### config.mk
export PLATFORM = sky130hd
export DESIGN_NAME = mul_sequencer
export DESIGN_NICKNAME = d
export VERILOG_FILES = /design/src/rtl/mul_sequencer.sv
export SDC_FILE = /design/constraint.sdc
export NUM_CORES = 1
export LEC_CHECK = 0
export BUFFER_PORTS_ARGS = -buffer_cell sky130_fd_sc_hd__buf_2
export CORE_ASPECT_RATIO = 1.5
export CORE_MARGIN = 4
export CORE_UTILIZATION = 35
export DETAILED_ROUTE_END_ITERATION = 8
export GPL_TIMING_DRIVEN = 0
export PLACE_DENSITY_LB_ADDON = 0.08
export SLEW_MARGIN = 20
export SYNTH_ARGS = -nofsm -noshare
export SYNTH_HDL_FRONTEND = slang
export SYNTH_SLANG_ARGS = --single-unit
### constraint.sdc
create_clock -name clk_i -period 4 [get_ports clk_i]
set_input_delay 0.6 -clock clk_i [delete_from_list [all_inputs] [get_ports clk_i]]
set_output_delay 0.6 -clock clk_i [all_outputs]
set_load 0.01 [all_outputs]
### src/rtl/mul_sequencer.sv
// Iterative shift-add MUL sequencer for the RV32 EX stage: stalls the pipeline while busy,
// then strobes done_o/RegWrite_o for one cycle. Define MUL_EARLY_TERM_EN for early exit on exhausted multiplier.
module mul_sequencer #(
    parameter int WIDTH = 32,
    parameter int CNT_W = 6
) (
    input  logic             clk_i,
    input  logic             rst_i,
    input  logic             start_i,
    input  logic             flush_i,
    input  logic [WIDTH-1:0] rs1_data_i,
    input  logic [WIDTH-1:0] rs2_data_i,
    input  logic [4:0]       rd_addr_i,
    output logic             stall_o,
    output logic             busy_o,
    output logic             done_o,
    output logic             RegWrite_o,
    output logic [4:0]       rd_addr_o,
    output logic [WIDTH-1:0] result_o
);

    typedef enum logic [1:0] {IDLE, BUSY, DONE} state_t;

    state_t           state, state_nxt;
    logic [WIDTH-1:0] acc, mcand, mplier;
    logic [CNT_W-1:0] cnt;
    logic [4:0]       rd_q;
    logic             accept, last_iter;

    // A new MUL is taken from IDLE or straight out of DONE (back-to-back issue).
    assign accept = (state != BUSY) && start_i && !flush_i;

`ifdef MUL_EARLY_TERM_EN
    assign last_iter = (cnt == CNT_W'(WIDTH-1)) || (mplier[WIDTH-1:1] == '0);
`else
    assign last_iter = (cnt == CNT_W'(WIDTH-1));
`endif

    always_ff @(posedge clk_i or negedge rst_i) begin
        if (!rst_i) state <= IDLE;
        else        state <= state_nxt;
    end

    always_comb begin
        state_nxt = state;
        case (state)
            IDLE:    if (accept) state_nxt = BUSY;
            BUSY: begin
                if (flush_i)        state_nxt = IDLE;
                else if (last_iter) state_nxt = DONE;
            end
            DONE:    state_nxt = accept ? BUSY : IDLE;
            default: state_nxt = IDLE;
        endcase
    end

    always_comb begin
        busy_o  = (state == BUSY);
        done_o  = (state == DONE);
        stall_o = accept || (state == BUSY);
    end

    always_ff @(posedge clk_i or negedge rst_i) begin
        if (!rst_i) begin
            acc    <= '0;
            mcand  <= '0;
            mplier <= '0;
            cnt    <= '0;
            rd_q   <= '0;
        end else if (accept) begin
            acc    <= '0;
            mcand  <= rs1_data_i;
            mplier <= rs2_data_i;
            cnt    <= '0;
            rd_q   <= rd_addr_i;
        end else if (state == BUSY) begin
            if (mplier[0]) acc <= acc + mcand;
            mcand  <= mcand << 1;
            mplier <= mplier >> 1;
            cnt    <= cnt + CNT_W'(1);
        end
    end

    assign RegWrite_o = done_o;
    assign rd_addr_o  = rd_q;
    assign result_o   = acc;

endmodule
==> results.yml <==
status:
  status: "completed"
sta:
  slew_viol_final: 0
  tightest_slew_ns: 0.611
  slew_headroom: 0.593
  max_freq_mhz: 343
  setup_viol: 0
  setup_slack_ns: 1.09
  finalSetupTns_ns: 0
  hold_viol: 0
  fin_worst_skew_ns: 0.00975
  finalCriticalPeriod_ns: 2.91
  fin_crit_sh: 0.729
  rsz0062_at_grt: "false"
yosys:
  synth_ff_type: "dfrtp_1"
  synth_fp_nets: 846
  yosys.area_share.adder: 0.0677
  synth_area_leaders: "dfrtp_1 (44%), nand2_1 (11%), a31oi_1 (6.9%)"
  synth_edf_count: 0
  synth_top_family_by_area: "simple AND/OR/NAND/NOR gates"
  synth_warnings: 0
  synth_top_area_frac: 0.439
  syn_area_um2: 6210
  post-synth-top-count-cell: "nand2_1"
  ys_ff_latch: 109
  yosysUniqueCellTypes: 54
  synth_xor_area_frac: 0.0367
  yosysTopAreaCell: "dfrtp_1"
  yosys.area_share.simple: 0.216
  synth_area_per_cell_um2: 8.39
  synth_compound_area_frac: 0.192
  muxShareOfSynthArea: 0.0123
  syn_inst: 740
  netlist_top_cells_count: "nand2_1 (183), dfrtp_1 (109), nor2_1 (84)"
  ys_seq_area_frac: 0.439
  synthArstFlopShare: 1.00
route:
  ant_nets: 0
  wirelength_um: 17000
  first_pass_iters: 5
  wl_per_cell_um: 15.7
  post-route-drc-count: 0
  viasPerCell: 5.21
  drtIter0Drc: 221
  num_vias: 5641
placement:
  gp_congestion: 0.792
  hpwl_um: 13100
  dpl_worst_slack_ns: 1.08
  port_buffers: 113
final_layout:
  drive_above_1_share: 0.174
  num_antenna_cells: 0
  syn2layout_area_growth_pct: 18.7
  fin_nets: 971
power_and_ir_drop:
  internal_power_uw: 2860
  seqPwrFrac: 0.339
  power_frac_comb: 0.471
  powerDensity_nw_per_um2: 652
  switching_share: 0.405
  p_leak_uw: 0.00358
  peakVddDrop_uv: 256
  p_clk_frac: 0.189
  p_sw_uw: 1950
clock_network:
  cts_setup_buffers: 0
  clk_pin_slew_ns: 0.08
  clkSinkCount: 109
  cts_buffers: 9
  cts.path.max_buffers: 2
  holdBufCountCts: 0
  clk_latency_ns: 0.36
  cts_max_level: 3
  tritoncts: "yes"
  cts_resized: 0
  cts-root-buf: "clkbuf_16"
flow_run:
  cap_viol_max_count: 0
critical_path:
  cp-start-kind: "flip-flop"
  worstSetupEndpointType: "flip-flop"
  cp_max_fo: 3
  path_class: "flip-flop to flip-flop"
  cp.required_ns: 4.23
  cp.arrival_ns: 3.14
die:
  core-area_um2: 17400
  fp.dieW_um: 117
  initial_core_util: 0.357
  num_io_pins: 114
  die-area_um2: 20000
  rows: 59
  dieHeight_um: 171
global_route:
  grt_usage: 0.175
  grt_pass1_wl_um: 27800
  antenna_found_initial: 0
  grt_pass1_vias: 5678
  grt-ovfl-total: 0
  grt_max_degree: 69
min_path:
  hold_path_class: "primary input to async pin"
==> power by group through the flow <==
stage	Clock (µW)	Combinational [µW]	Sequential (µW)
detailed placement	0	2280	1660
floorplan	0	1630	1660
global route	979	2570	1680
global placement	0	2260	1650
finish	910	2270	1630
CTS	942	2290	1640
==> cells by family (layout without fill, tap and decap cells) <==
| group | Yosys count | after routing |
|---|---|---|
| simple gates | 321 | 321 |
| compound gates | 189 | 189 |
| flops | 109 | 109 |
| buf+inv | 55 | 185 |
| fa+ha+maj | 33 | 33 |
| xor+xnor | 26 | 26 |
| mux | 7 | 7 |
==> through the flow <==
step	cells	util	hold slack (ns)	total power [µW]	area, µm²
after global routing	1083	0.423	0.175	5230	7370
after floorplan	740	-	0.304	3290	6210
after global placement	1066	0.404	0.458	3910	7040
after detailed placement	1067	0.406	0.472	3940	7080
after CTS	1083	0.423	0.165	4870	7370
final	1083	0.423	0.143	4810	7370
==> registers in the layout, summed over array words and instances, names as in the netlist <==
signal	cells
mcand	32
result_o	32
mplier	32
rd_addr_o	5
cnt	6
state	2
==> layer usage <==
layer / up-vias / share of wire / track usage
li1: 2821 / - / -
met1: 2681 / 0.42 / 0.210
met2: 127 / 0.52 / 0.312
met3: 12 / 0.048 / 0.0368
met4: 0 / 0.010 / 0.0509
met5: - / 0 / 0
==> worst max-delay path, cell delays in order (launching register included) <==
cell	delay, ns
dfrtp_1	0.41
ha_1	0.22
fa_1	0.40
a21o_1	0.21
a21oi_2	0.20
o31a_1	0.22
o21ai_1	0.09
a211o_1	0.29
a21o_1	0.22
a311oi_2	0.29
xor2_1	0.17
o21ai_1	0.07
==> cell type report <==
class	instances	area (µm²)
Fill cell	1792	10100
Multi-Input combinational cell	576	3250
Sequential cell	109	2730
Timing Repair Buffer	114	599
Tap cell	213	267
Clock buffer	11	233
Buffer	45	193
Clock inverter	5	60.1
Inverter	10	37.5
==> path summary, 6_finish.rpt <==
path	start	slack (ns)	end	cells after the start
max	mcand[0]	1.09	result_o[20]	11
min	rst_i	0.14	mcand[13]	1
max reg2reg	mcand[0]	1.09	result_o[20]	11
min reg2reg	cnt[5]	0.47	cnt[5]	1
max in group asynchronous	rst_i	3.16	state[1]	2
min in group clk_i	flush_i	0.43	state[0]	2
==> layout by cell type, fill, tap and decap left out, types with 6 or more instances in the layout <==
cell	instances
dfrtp_1	109
a31oi_1	69
clkbuf_1	37
buf_2	114
clkbuf_16	9
o21ai_0	40
and3_1	7
nand3_1	13
xor2_1	16
a21oi_1	31
nand4_1	6
a21o_1	18
xnor2_1	10
ha_1	32
nor2_1	84
nor2b_1	6
inv_1	10
nand2_1	183
Note: power is estimated with default switching activity, not from simulation.
